**config.mk**
```make
export PLATFORM = sky130hd
export DESIGN_NAME = mmio_port_controller
export DESIGN_NICKNAME = d
export VERILOG_FILES = /design/src/rtl/mmio_port_controller.sv
export SDC_FILE = /design/constraint.sdc
export NUM_CORES = 1
export LEC_CHECK = 0
export ABC_AREA = 0
export CAP_MARGIN = 20
export CORE_MARGIN = 10
export CORE_UTILIZATION = 35
export DETAILED_ROUTE_END_ITERATION = 16
export SLEW_MARGIN = 20
export SYNTH_ARGS = -nofsm -noshare
export SYNTH_HDL_FRONTEND = slang
export SYNTH_SLANG_ARGS = --single-unit
export TNS_END_PERCENT = 10
```
**constraint.sdc**
```tcl
create_clock -name clk -period 3.65 [get_ports clk]
set_input_delay 0.73 -clock clk [delete_from_list [all_inputs] [get_ports clk]]
set_output_delay 0.73 -clock clk [all_outputs]
set_load 0.05 [all_outputs]
```
**src/rtl/mmio_port_controller.sv**
```systemverilog
// rtl/mmio_port_controller.sv - memory-mapped output port, debounced input port, change flag and cycle counter
module mmio_port_controller #(
  parameter logic [31:0] BASE_ADDR       = 32'h1001_0000,
  parameter int unsigned DEBOUNCE_CYCLES = 4
) (
  input  logic        clk,
  input  logic        reset,
  input  logic        MemWrite,
  input  logic        MemRead,
  input  logic [31:0] Address,
  input  logic [31:0] WriteData,
  input  logic [7:0]  PortIn,
  output logic [31:0] ReadData,
  output logic        Hit,
  output logic [31:0] PortOut,
  output logic        IrqChanged
);

  localparam int unsigned     CNT_W    = $clog2(DEBOUNCE_CYCLES + 1);
  // The edge that would take the counter to DEBOUNCE_CYCLES is the one that commits.
  localparam logic [CNT_W-1:0] CNT_LAST = CNT_W'(DEBOUNCE_CYCLES - 1);

  localparam logic [1:0] OFF_PORT_OUT = 2'd0;
  localparam logic [1:0] OFF_PORT_IN  = 2'd1;
  localparam logic [1:0] OFF_STATUS   = 2'd2;
  localparam logic [1:0] OFF_CYCLES   = 2'd3;

  logic [1:0]       word_sel;
  logic             wr_en;
  logic             wr_port_out;
  logic             wr_status;
  logic             wr_cycles;

  logic [7:0]       sync1;
  logic [7:0]       sync2;
  logic [7:0]       debounced;
  logic [7:0]       debounced_next;
  logic [CNT_W-1:0] cnt;
  logic [CNT_W-1:0] cnt_next;
  logic             fire;

  logic             changed;
  logic             changed_next;
  logic             irq_en;
  logic             irq_en_next;
  logic [31:0]      cycles;

  // Byte lane bits carry no meaning for word registers.
  logic             unused_addr_bits;
  assign unused_addr_bits = ^Address[1:0];

  assign Hit         = (Address[31:4] == BASE_ADDR[31:4]);
  assign word_sel    = Address[3:2];
  assign wr_en       = MemWrite && Hit;
  assign wr_port_out = wr_en && (word_sel == OFF_PORT_OUT);
  assign wr_status   = wr_en && (word_sel == OFF_STATUS);
  assign wr_cycles   = wr_en && (word_sel == OFF_CYCLES);

  // Debounce: count edges where sync2 holds steady at a value different from debounced.
  always_comb begin
    cnt_next       = '0;
    debounced_next = debounced;
    fire           = 1'b0;
    if ((sync1 == sync2) && (sync2 != debounced)) begin
      if (cnt == CNT_LAST) begin
        fire           = 1'b1;
        debounced_next = sync2;
      end else begin
        cnt_next = cnt + 1'b1;
      end
    end
  end

  // Status bits: a new change outranks a simultaneous write-1-to-clear.
  always_comb begin
    changed_next = fire | (changed & ~(wr_status & WriteData[0]));
    irq_en_next  = wr_status ? WriteData[1] : irq_en;
  end

  // Input synchroniser and debounce state.
  always_ff @(posedge clk) begin
    if (reset) begin
      sync1     <= '0;
      sync2     <= '0;
      debounced <= '0;
      cnt       <= '0;
    end else begin
      sync1     <= PortIn;
      sync2     <= sync1;
      debounced <= debounced_next;
      cnt       <= cnt_next;
    end
  end

  // Status register and the registered interrupt line derived from its next value.
  always_ff @(posedge clk) begin
    if (reset) begin
      changed    <= 1'b0;
      irq_en     <= 1'b0;
      IrqChanged <= 1'b0;
    end else begin
      changed    <= changed_next;
      irq_en     <= irq_en_next;
      IrqChanged <= changed_next && irq_en_next;
    end
  end

  // Output port latch.
  always_ff @(posedge clk) begin
    if (reset) begin
      PortOut <= '0;
    end else if (wr_port_out) begin
      PortOut <= WriteData;
    end
  end

  // Free-running cycle counter; a store replaces that edge's increment.
  always_ff @(posedge clk) begin
    if (reset) begin
      cycles <= '0;
    end else if (wr_cycles) begin
      cycles <= WriteData;
    end else begin
      cycles <= cycles + 32'd1;
    end
  end

  // Combinational read mux so a load completes in its own cycle.
  always_comb begin
    ReadData = '0;
    if (MemRead && Hit) begin
      case (word_sel)
        OFF_PORT_OUT: ReadData = PortOut;
        OFF_PORT_IN:  ReadData = {24'b0, debounced};
        OFF_STATUS:   ReadData = {30'b0, irq_en, changed};
        OFF_CYCLES:   ReadData = cycles;
      endcase
    end
  end

endmodule

```
## Yosys cells after proc, flatten, opt, wreduce, memory -nomap -nowiden

Cells that the tools add are included.

- Bitwise logic cells: 5
- Add/subtract/negate cells: 2
- Reductions and logical operators: 10
- Muxes and demuxes: 6
- Equality and inequality tests: 7

Operators by type and width:

| kind | count |
|---|---|
| case mux 32 bit (4 select lines) | 1 |
| 2-to-1 mux 32 bit | 2 |
| adder 32 x 1 -> 32 bit, second input constant | 1 |
| == test 28 x 25 -> 1 bit, second input constant | 1 |
| == test 8 bit | 1 |
| != test 8 bit | 1 |
| logical AND 1 bit | 7 |
| == test 2 bit, second input constant | 2 |
| adder 3 x 1 -> 3 bit, second input constant | 1 |
| == test 3 x 2 -> 1 bit, second input constant | 1 |
| 2-to-1 mux 1 bit | 3 |
| OR reduction 3 bit | 1 |
| bitwise AND 1 bit | 2 |
| == test 2 x 1 -> 1 bit, second input constant | 1 |
| zero test 2 bit | 1 |
| inverter 1 bit | 2 |
| AND reduction 2 bit | 1 |
| bitwise OR 1 bit | 1 |

- Flip-flop bits (word level): 94

## Longest topological paths before layout

Gate-level depths: netlist (run 1).

- Depth after elaboration: 8
- Mapped depth: 7
- Mapped depth without buffers: 6

## Worst setup path before layout (run 1)

OpenSTA, ideal clock, no wires.

- Kind: in2out
- Start: input Address[14]
- End: output ReadData[10]
- Data required time: 2.920 ns
- Slack: -0.161 ns
- Cell stages on the path: 6
- Arrival: 3.081 ns
- Cells stage by stage: nor4b_1 -> nand4_1 -> nor2_1 -> nand2_1 -> clkbuf_1 -> nor2_1

- Longest elaborated chain between the ends: 3

RTL lines:

| element | RTL line | text |
|---|---|---|
| start, declared | 10 | `input logic [31:0] Address,` |
| == test 28 x 25 -> 1 bit | 52 | `assign Hit = (Address[31:4] == BASE_ADDR[31:4]);` |
| named net Hit | 14 | `output logic Hit,` |
| logical AND 1 bit | 131 | `if (MemRead && Hit) begin` |
| 2-to-1 mux 32 bit | 131 |  |
| end, declared | 13 | `output logic [31:0] ReadData,` |

The timed path passes the listed nets, and every way through them passes these cells.

## Final worst setup path (run 1)

- Start: input Address[27]
- End: output ReadData[2]

- Longest elaborated chain between the ends: 3

RTL lines:

| element | RTL line |
|---|---|
| == test 28 x 25 -> 1 bit | 52 |
| logical AND 1 bit | 131 |
| 2-to-1 mux 32 bit | 131 |

Every way passes these cells.

==> impl_results.md, run 1 <==
* Vias in the first global route at about 4500
* Antenna viol nets, final at 0
* Fraction of layout cells with a size suffix above 1 at ~13%
* Crit path DAT at roughly 2700 ps
* Top_reg_cell synth: dfxtp_1
* Most frequent cell after synthesis: dfxtp_1
* Std cell rows at between 40 and 50
* Via density at 5.08
* Final Non-Filler Cells at 850
* Layout area overhead at 47.4%
* Placed cells at between 800 and 900
* Core Box Area at about 0.013 mm²
* CTS tree: built
* Post-synth ARST share at 0%
* Root Buffer: clkbuf_16
* Remaining global-route overflow at 0
* Synth Warn # at 0
* HP Class: reg2reg
* CP required at 2920 ps
* Post-DP HPWL at about 11 mm
* Starting DRT DRC Count at 320
* Clock sink total at 94
* Max FO, Critical Path at 30
* Clock Latency Late Sink at about 350 ps
* # hold bufs at CTS at 0
* I/O pin cnt at ~140
* Starting Density at 36.1%
* Routed vias at roughly 4300
* Die H at ~130 µm
* Max Cap Viol at 0
* Pwr/cell area at about 320 mW/mm²
* Post-layout nets at approximately 750
* Largest net degree at the start of global routing at around 40
* Worst Skew at 4.48 ps
* Sequential area share after synthesis at 41.0%
* Slew at the pin closest to its max-slew limit at approximately 730 ps
* Worst hold path depth at 1
* Tcrit/Tclk final at between 90% and 100%
* RSZ-0062 raised after global routing: no
* Setup TNS at 0 ps
* Crit path launch type: primary input
* Seq cells post-synth at 94
* Detailed Routing Iterations Pass 1 at 4
* Synth top area share at between 40% and 50%
* Synthesized Nets at around 630
* Post-synth EDFFs at 0
* First-pass GRT wire length at between 20 and 25 mm
* Worst-path clk slew at 70 ps
* Pleak at between 2 and 2.5 nW
* Die footprint at between 0.015 and 0.02 mm²
* Synth unique cells at 38
* R2r worst-path depth at 5
* Maximum vdd drop at ~240 µV
* PortBufs at ~140
* DRC Markers at 0
* Hold Violations, Final at 0
* Setup bufs post-CTS at 0
* Ranking of synthesized cells by area: dfxtp_1, nor2_1, nand2_1, xnor2_1, a211oi_1
* Antenna violations before repair at 0
* # diodes at 0
* Die Width at about 130 µm
* CP endpoint kind: output port
* Slew Viols, Final at 0
* Slew headroom at around 50%
* Fmax at about 0.29 GHz
* H-tree lvl count at 3
* Clk buf depth at 2
* Detailed Route WL at 14.2 mm
* Area leader, netlist: dfxtp_1
* Status: finished, final reports clean
* Routability Congestion at between 0.8 and 0.9
* GRT Util Overall at around 16%
* Syn Inst Count at approximately 550
* Num CTS Buffers at 9
* Cell Area, Synth at 0.00459 mm²
* CP Class: in2out
* Avg Cell Area, Syn at 8.36 µm²
* Most common library cells after synthesis: dfxtp_1, nor2_1, nand2_1
* WL/cell at 16.8 µm
* Clock period minus worst slack at between 3000 and 4000 ps
* Final setup fails at 0
[sequential cells by signal, indices dropped and copies added, names as in the netlist]
name,flops
irq_en,1
changed,1
sync2,8
IrqChanged,1
cnt,3
sync1,8
cycles,32
debounced,8
PortOut,32
[area by class of cell]
type,instances,area [µm²]
fillers,1223,5960
clock inverters,7,82.6
clock buffers,9,225
repair buffers,152,1790
well taps,172,215
flip-flops and latches,94,1880
multi-input cells,410,2550
inverters,6,22.5
[per-stage QoR]
stage	worst slack, ps	power [mW]	area, µm²	hold WS, ps	utilization (%)
after global placement	216	1.23	6430	410	50.6
after global routing	37.9	2.25	6760	445	53.2
after detailed placement	196	1.23	6430	418	50.6
after CTS	165	2.20	6740	428	53.0
final	189	2.17	6760	428	53.2
after floorplan	95.4	1.12	4590	399	-
[where the power goes]
part           leakage (nW)  switching (mW)  internal (mW)  total [mW]
registers             0.761          0.0109           1.04        1.05
logic                  1.37          0.0664         0.0944       0.161
clock network         0.144           0.422          0.540       0.962
[layout by cell type, fill, tap and decap left out, drive strengths merged, types with 3 or more instances in the layout]
| master | instances |
|---|---|
| clkdlybuf4s50 | 105 |
| dfxtp | 94 |
| nor2 | 87 |
| nand2 | 74 |
| buf | 47 |
| a21oi | 39 |
| a211oi | 31 |
| xnor2 | 30 |
| a22oi | 24 |
| mux2i | 16 |
| xor2 | 16 |
| nor2b | 16 |
| nor4 | 16 |
| nand3 | 13 |
| nand4 | 11 |
| clkbuf | 9 |
| inv | 8 |
| nor3 | 7 |
| and4 | 7 |
| and3 | 5 |
| and2 | 3 |
| ha | 3 |
[worst paths after layout]
path | slack (ps) | end | startpoint
setup reg to reg | 1570 | debounced[4] | sync2[7]
hold / removal | 430 | cnt[0] | cnt[0]
hold reg to reg | 430 | cnt[0] | cnt[0]
setup / recovery | 190 | ReadData[2] | Address[27]
[metal layers]
layer	up-vias	global-route usage, %	wire, µm
met3	16	4.12	800
met4	0	4.59	208
met5	-	0	0
li1	2156	-	-
met2	111	27.1	7050
met1	2036	18.2	6190
[worst max-delay path, cell delays in order]
cell	delay [ps]
clkdlybuf4s50_1	400
nor4b_1	420
nand3_1	210
nor2_2	180
nand2_1	70
buf_4	240
nor2_1	290
buf_12	180
[cells by family after synthesis]
kind of cell    after synthesis  share of synthesized area (%)
mux                          18                           4.47
flops                        94                           41.0
xor+xnor                     46                           8.78
compound gates               98                           14.3
fa+ha+maj                     3                          0.818
buf+inv                      45                           4.06
simple gates                245                           26.6
[repair_timing]
action / CTS / global route
endpoints found under the hold margin: 0 / 0
endpoints found under the setup margin: 0 / 18
resized for setup: 0 / 3
Power figures use the tool's default switching activity.
==> run 2: changes to the inputs <==
--- a/config.mk
+++ b/config.mk
@@ -9,6 +9,7 @@
 export CAP_MARGIN = 20
 export CORE_MARGIN = 10
 export CORE_UTILIZATION = 35
+export CTS_CLUSTER_DIAMETER = 100
 export DETAILED_ROUTE_END_ITERATION = 16
 export SLEW_MARGIN = 20
 export SYNTH_ARGS = -nofsm -noshare
==> results of run 2 <==
No change in the layout: final DEF, timing and power equal those of run 1.
